**config.mk**
```make
export PLATFORM = sky130hd
export DESIGN_NAME = vga_vram_arbiter
export DESIGN_NICKNAME = d
export VERILOG_FILES = /design/src/rtl/vga_pkg.sv /design/src/rtl/vga_line_fetch.sv /design/src/rtl/vga_vram_arbiter.sv
export SDC_FILE = /design/constraint.sdc
export NUM_CORES = 1
export LEC_CHECK = 0
export BUFFER_PORTS_ARGS = -buffer_cell sky130_fd_sc_hd__buf_4
export CAP_MARGIN = 20
export CORE_MARGIN = 5
export CORE_UTILIZATION = 49
export DETAILED_ROUTE_END_ITERATION = 8
export GPL_ROUTABILITY_DRIVEN = 0
export PLACE_DENSITY = 0.88
export SLEW_MARGIN = 15
export SYNTH_ARGS = -nofsm -noshare
export SYNTH_HDL_FRONTEND = slang
export SYNTH_SLANG_ARGS = --single-unit
```
**constraint.sdc**
```tcl
create_clock -name i_clk -period 2 [get_ports i_clk]
set_input_delay 0.1 -clock i_clk [delete_from_list [all_inputs] [get_ports i_clk]]
set_output_delay 0.1 -clock i_clk [all_outputs]
set_load 0.02 [all_outputs]
```
**src/rtl/vga_pkg.sv**
```systemverilog
// Display timing constants shared with vga_hvsync_gen, plus RAM word geometry
// used by the VRAM arbiter and its line fetcher.
package vga_pkg;

    localparam int H_DISPLAY = 640;
    localparam int V_DISPLAY = 480;
    localparam int H_MAX     = 799;
    localparam int V_MAX     = 524;

    localparam int PIX_W  = 4;
    localparam int PPW    = 4;
    localparam int WORD_W = PIX_W * PPW;
    localparam int ADDR_W = 17;

    localparam int WORDS_PER_LINE = H_DISPLAY / PPW;

    typedef enum logic [1:0] {
        SLOT_NONE = 2'd0,
        SLOT_LINE = 2'd1,
        SLOT_NEXT = 2'd2
    } slot_e;

    // Line number the sync generator will present after vpos, wrapping at the frame end.
    function automatic logic [9:0] next_line(input logic [9:0] vpos);
        return (vpos == 10'(V_MAX)) ? 10'd0 : vpos + 10'd1;
    endfunction

endpackage

```
**src/rtl/vga_line_fetch.sv**
```systemverilog
// Scan-out side of the VRAM arbiter: decides the fixed display read slots,
// tracks the current line's base word address and turns fetched words into pixels.
module vga_line_fetch
    import vga_pkg::*;
#(
    parameter logic [ADDR_W-1:0] BASE_ADDR = '0
) (
    input  logic              i_clk,
    input  logic              i_rst_n,
    input  logic [9:0]        i_hpos,
    input  logic [9:0]        i_vpos,
    input  logic              i_display_on,
    input  logic [WORD_W-1:0] i_mem_rdata,
    output logic              o_disp_slot,
    output logic [ADDR_W-1:0] o_disp_addr,
    output logic [PIX_W-1:0]  o_pix
);

    localparam logic [ADDR_W-1:0] LINE_STEP = ADDR_W'(WORDS_PER_LINE);

    logic [ADDR_W-1:0] r_line_base;
    logic [1:0]        r_slot_pipe;
    logic [WORD_W-1:0] r_hold;
    logic [WORD_W-1:0] r_word_cur;
    logic [PIX_W-1:0]  r_pix;

    slot_e             w_slot;
    logic [9:0]        w_next_v;
    logic [ADDR_W-1:0] w_word_idx;
    logic [PIX_W-1:0]  w_lane [PPW];

    assign w_next_v = next_line(i_vpos);

    always_comb begin
        w_slot = SLOT_NONE;
        if ((i_hpos[1:0] == 2'd0) && (i_hpos <= 10'(H_DISPLAY - 8)) &&
            (i_vpos < 10'(V_DISPLAY))) begin
            w_slot = SLOT_LINE;
        end else if ((i_hpos == 10'(H_MAX - 3)) && (w_next_v < 10'(V_DISPLAY))) begin
            w_slot = SLOT_NEXT;
        end
    end

    // Each in-line slot prefetches the word one group ahead of the one on screen.
    assign w_word_idx = {{(ADDR_W - 8){1'b0}}, i_hpos[9:2]} + ADDR_W'(1);

    always_comb begin
        o_disp_addr = r_line_base + w_word_idx;
        if (w_slot == SLOT_NEXT) begin
            o_disp_addr = (i_vpos == 10'(V_MAX)) ? BASE_ADDR : (r_line_base + LINE_STEP);
        end
    end

    assign o_disp_slot = (w_slot != SLOT_NONE);

    always_ff @(posedge i_clk or negedge i_rst_n) begin
        if (!i_rst_n) begin
            r_line_base <= BASE_ADDR;
        end else if (i_hpos == 10'(H_MAX)) begin
            if (i_vpos == 10'(V_MAX)) begin
                r_line_base <= BASE_ADDR;
            end else if (i_vpos < 10'(V_DISPLAY - 1)) begin
                r_line_base <= r_line_base + LINE_STEP;
            end
        end
    end

    // Read data returns two cycles after the slot; only display reads are kept.
    always_ff @(posedge i_clk or negedge i_rst_n) begin
        if (!i_rst_n) begin
            r_slot_pipe <= '0;
            r_hold      <= '0;
            r_word_cur  <= '0;
        end else begin
            r_slot_pipe <= {r_slot_pipe[0], o_disp_slot};
            if (r_slot_pipe[1]) begin
                r_hold <= i_mem_rdata;
            end
            if (i_hpos[1:0] == 2'd3) begin
                r_word_cur <= r_hold;
            end
        end
    end

    for (genvar gi = 0; gi < PPW; gi++) begin : g_lane
        assign w_lane[gi] = r_word_cur[gi*PIX_W +: PIX_W];
    end

    always_ff @(posedge i_clk or negedge i_rst_n) begin
        if (!i_rst_n) begin
            r_pix <= '0;
        end else begin
            r_pix <= i_display_on ? w_lane[i_hpos[1:0]] : '0;
        end
    end

    assign o_pix = r_pix;

endmodule

```
**src/rtl/vga_vram_arbiter.sv**
```systemverilog
// Shares a single-port VRAM between scan-out reads and a host port; display wins.
// Define VGA_VRAM_HOST_READ_EN to add host reads (i_host_we, o_host_rdata, o_host_rvalid).
module vga_vram_arbiter
    import vga_pkg::*;
#(
    parameter logic [ADDR_W-1:0] BASE_ADDR = '0
) (
    input  logic              i_clk,
    input  logic              i_rst_n,
    input  logic [9:0]        i_hpos,
    input  logic [9:0]        i_vpos,
    input  logic              i_display_on,
    input  logic              i_host_valid,
    output logic              o_host_ready,
    input  logic [ADDR_W-1:0] i_host_addr,
    input  logic [WORD_W-1:0] i_host_wdata,
`ifdef VGA_VRAM_HOST_READ_EN
    input  logic              i_host_we,
    output logic [WORD_W-1:0] o_host_rdata,
    output logic              o_host_rvalid,
`endif
    output logic              o_mem_en,
    output logic              o_mem_we,
    output logic [ADDR_W-1:0] o_mem_addr,
    output logic [WORD_W-1:0] o_mem_wdata,
    input  logic [WORD_W-1:0] i_mem_rdata,
    output logic [PIX_W-1:0]  o_pix_out
);

    logic              w_disp_slot;
    logic [ADDR_W-1:0] w_disp_addr;
    logic              w_accept;
    logic              w_host_we;

    logic              r_mem_en;
    logic              r_mem_we;
    logic [ADDR_W-1:0] r_mem_addr;
    logic [WORD_W-1:0] r_mem_wdata;

    vga_line_fetch #(
        .BASE_ADDR (BASE_ADDR)
    ) u_line_fetch (
        .i_clk        (i_clk),
        .i_rst_n      (i_rst_n),
        .i_hpos       (i_hpos),
        .i_vpos       (i_vpos),
        .i_display_on (i_display_on),
        .i_mem_rdata  (i_mem_rdata),
        .o_disp_slot  (w_disp_slot),
        .o_disp_addr  (w_disp_addr),
        .o_pix        (o_pix_out)
    );

`ifdef VGA_VRAM_HOST_READ_EN
    assign w_host_we = i_host_we;
`else
    assign w_host_we = 1'b1;
`endif

    // Ready is held low through reset so nothing is accepted while state is cleared.
    assign o_host_ready = i_rst_n & ~w_disp_slot;
    assign w_accept     = i_host_valid & o_host_ready;

    always_ff @(posedge i_clk or negedge i_rst_n) begin
        if (!i_rst_n) begin
            r_mem_en    <= 1'b0;
            r_mem_we    <= 1'b0;
            r_mem_addr  <= '0;
            r_mem_wdata <= '0;
        end else if (w_disp_slot) begin
            r_mem_en    <= 1'b1;
            r_mem_we    <= 1'b0;
            r_mem_addr  <= w_disp_addr;
            r_mem_wdata <= '0;
        end else if (w_accept) begin
            r_mem_en    <= 1'b1;
            r_mem_we    <= w_host_we;
            r_mem_addr  <= i_host_addr;
            r_mem_wdata <= i_host_wdata;
        end else begin
            r_mem_en    <= 1'b0;
            r_mem_we    <= 1'b0;
        end
    end

    assign o_mem_en    = r_mem_en;
    assign o_mem_we    = r_mem_we;
    assign o_mem_addr  = r_mem_addr;
    assign o_mem_wdata = r_mem_wdata;

`ifdef VGA_VRAM_HOST_READ_EN
    logic [1:0] r_hrd_pipe;

    // Tracks host reads so their data is flagged when it comes back; display reads never are.
    always_ff @(posedge i_clk or negedge i_rst_n) begin
        if (!i_rst_n) begin
            r_hrd_pipe <= '0;
        end else begin
            r_hrd_pipe <= {r_hrd_pipe[0], w_accept & ~w_host_we};
        end
    end

    assign o_host_rvalid = r_hrd_pipe[1];
    assign o_host_rdata  = r_hrd_pipe[1] ? i_mem_rdata : '0;
`endif

endmodule

```
==> flow_summary_export.csv <==
group,metric,value,unit
status,outcome,"finished with violations",
status,violations,"negative setup slack",
synthesis,synth.ff_latch_count,90,
floorplan,die_h,110,um
min_path,hp-class,"primary input to flop",
floorplan,fp-row-count,36,
synthesis,synth_area,4900,um2
route,wirelength,13500,um
synthesis,synthArstFlopShare,100,%
critical_path,cp-end-kind,"flop",
grt,grt_pass1_vias,4381,
route,drtAntennaViolNets,0,
clocking,clock_sinks,90,
synthesis,ys.warnings.count,0,
grt,gr-usage-all-layers,22.7,%
route,via_count,4331,
power,p_per_area,700,nW/um2
layout,area_delta_synth_final,40.2,%
critical_path,cpPeakStageDelay,0.42,ns
grt,gr-usage-met2,38.4,%
clocking,cts_root_buffer,"clkbuf_8",
clocking,cts_buffers,9,
power,power.leakage,3.28,nW
timing,setup_viol,7,
timing,clock_skew,0.0118,ns
critical_path,crit_fanout,4,
timing,finalSetupTns,-0.291,ns
floorplan,io_pins,113,
critical_path,crit_arrival,2.35,ns
clocking,insertion_delay,0.38,ns
timing,max_slew.worst_pin.slew,0.660,ns
synthesis,yosys.area.top_type_share,46.0,%
job,max_cap_viol_count,0,
timing,drv_slew,0,
critical_path,crit_buf_inv,1,
layout,drive_gt1_share,39.8,%
layout,diodes,0,
timing,finalHoldViolCount,0,
clocking,cts_tree,"done",
route,drc,0,
timing,slew_headroom,55.9,%
route,dr.pass1.iters,5,
floorplan,die_width,110,um
synthesis,synth_most_common_cell,"dfrtp_1",
synthesis,postSynthAreaPerCell,10.4,um2
synthesis,synth_top_cells_by_count,"dfrtp_1 (90), nand2_1 (75), mux2_2 (39)",
route,via_per_inst,5.51,
critical_path,worstPathRequired,2.26,ns
grt,busiest_layer,"met2",
floorplan,die-area,12100,um2
grt,use_met3,5.01,%
clocking,htree_levels,3,
timing,fmax,0.480,GHz
grt,grt_max_degree,77,
synthesis,synth_nets,557,
clocking,cts_buffer_depth,2,
critical_path,crit_chain,"ha_4 > buf_6 > a211oi_2 > o21bai_2 > a41oi_4 > nand2_2 > xor2_1 > a221o_1",
grt,antenna_found_initial,0,
grt,grt_pass1_wl,21400,um
timing,worst_slack,-0.0850,ns
grt,grtUsageMet1,28.7,%
critical_path,cp-start-kind,"flop",
floorplan,fp.coreArea,9770,um2
route,first_iter_violations,384,
synthesis,ys_types,61,
synthesis,seq_area_frac_synth,46.0,%
critical_path,path_class,"flop to flop",
synthesis,yosys-top-cells-area,"dfrtp_1 (46%), mux2_2 (9.0%), nand2_1 (5.7%)",
floorplan,start_util,50.1,%
grt,grt_overflow,0,
route,routedWlPerCell,17.2,um
timing,whs,0.0732,ns
synthesis,synth_ff_type,"dfrtp_1",
place,port_buffers,112,
synthesis,synth_edf_count,0,
critical_path,worst_path_max_delay_cell,"dfrtp_1",
timing,fin_crit_sh,104,%
synthesis,syn_inst,470,
power,finalPower,4.81,mW
layout,fillCellCount,641,
place,dp_hpwl,9600,um
layout,nets,735,
critical_path,cpLargestDelayFamily,"compound AO/OA/AOI/OAI gates",
synthesis,yosys.area.top_type,"dfrtp_1",
clocking,clkTransAtPathRegs,0.10,ns
timing,fin_crit,2.08,ns
timing,rsz0062_at_grt,"yes",
power,peakVddDrop,0.541,mV
final timing paths:
check | from | to | slack, ns | cells past startpoint
max | u_line_fetch.r_line_base[0] | o_mem_addr[9] | -0.08 | 8
min | i_host_addr[4] | o_mem_addr[4] | 0.07 | 3
max reg2reg | u_line_fetch.r_line_base[0] | o_mem_addr[9] | -0.08 | 8
min reg2reg | u_line_fetch.r_slot_pipe[0] | u_line_fetch.r_slot_pipe[1] | 0.36 | 0
max in group asynchronous | i_rst_n | u_line_fetch.r_line_base[1] | 1.19 | 3
min in group asynchronous | i_rst_n | o_mem_wdata[0] | 0.13 | 2
layer usage:
metal,vias up,routed length (um)
met2,194,6600
met5,-,0
met4,0,345
li1,2011,-
met1,2086,5310
met3,40,1220
where the power goes:
group          internal, mW  switching, mW
clock                 0.612          0.746
sequential             2.12          0.163
combinational         0.642          0.527
layout by cell type (no fill, tap or decap), drive strengths merged, types with 12 or more instances in the layout:
master       Yosys  layout
nand3           14      14
and2            13      13
o21ai           15      15
buf              9     160
xnor2           13      13
mux2            43      43
nand2           76      76
xor2            16      16
inv              9      12
ha              13      13
dlygate4sd3      0      34
a21oi           32      32
dfrtp           90      90
nor2            21      21
cell families after synthesis:
logic type / count (synthesis) / share of synthesized area [%]
flip-flops: 90 / 46.0
AO/OA/AOI/OAI: 84 / 11.4
multiplexers: 58 / 14.3
XOR/XNOR: 29 / 5.19
adder cells (fa/ha/maj): 14 / 3.73
AND/OR/NAND/NOR: 159 / 15.9
buffers and inverters: 36 / 3.53
sequential cells by signal, summed over array words and instances, names as in the netlist:
name / count
o_mem_addr: 17
o_mem_en: 1
o_mem_wdata: 16
o_mem_we: 1
u_line_fetch.o_pix: 4
u_line_fetch.r_hold: 16
u_line_fetch.r_line_base: 17
u_line_fetch.r_slot_pipe: 2
u_line_fetch.r_word_cur: 16
layout make-up:
| class | count | area (um2) | area share [%] |
|---|---|---|---|
| sequential | 90 | 2250 | 32.8 |
| clock inverter | 7 | 93.8 | 1.37 |
| tap | 133 | 166 | 2.42 |
| timing repair buffer | 194 | 1600 | 23.2 |
| multi-input combinational | 344 | 2600 | 37.9 |
| inverter | 9 | 33.8 | 0.492 |
| clock buffer | 9 | 124 | 1.80 |
worst reg2reg max path: cells and delay by family (launching register included):
kind	cells	cell delay, ns
XOR/XNOR	1	0.16
buffers and inverters	1	0.11
flip-flops	1	0.42
adder cells (fa/ha/maj)	1	0.18
AND/OR/NAND/NOR	1	0.10
AO/OA/AOI/OAI	4	1.00
per-stage QoR:
stage	setup WS [ns]	area (um2)	util, %	cells
after floorplan	-0.0194	4910	-	470
after global placement	-0.256	6160	63.0	732
after detailed placement	-0.340	6160	63.0	732
after CTS	-0.0751	6810	69.6	785
after global routing	-0.215	6870	70.3	786
final	-0.0850	6870	70.3	786
repair_timing:
action,CTS,global route
hold buffers,34,0
pin swaps,12,16
setup buffers,3,3
endpoints found under the setup margin,9,12
resized for setup,15,13
hold endpoints to repair,126,0
Note: power is estimated with default switching activity, not from simulation.
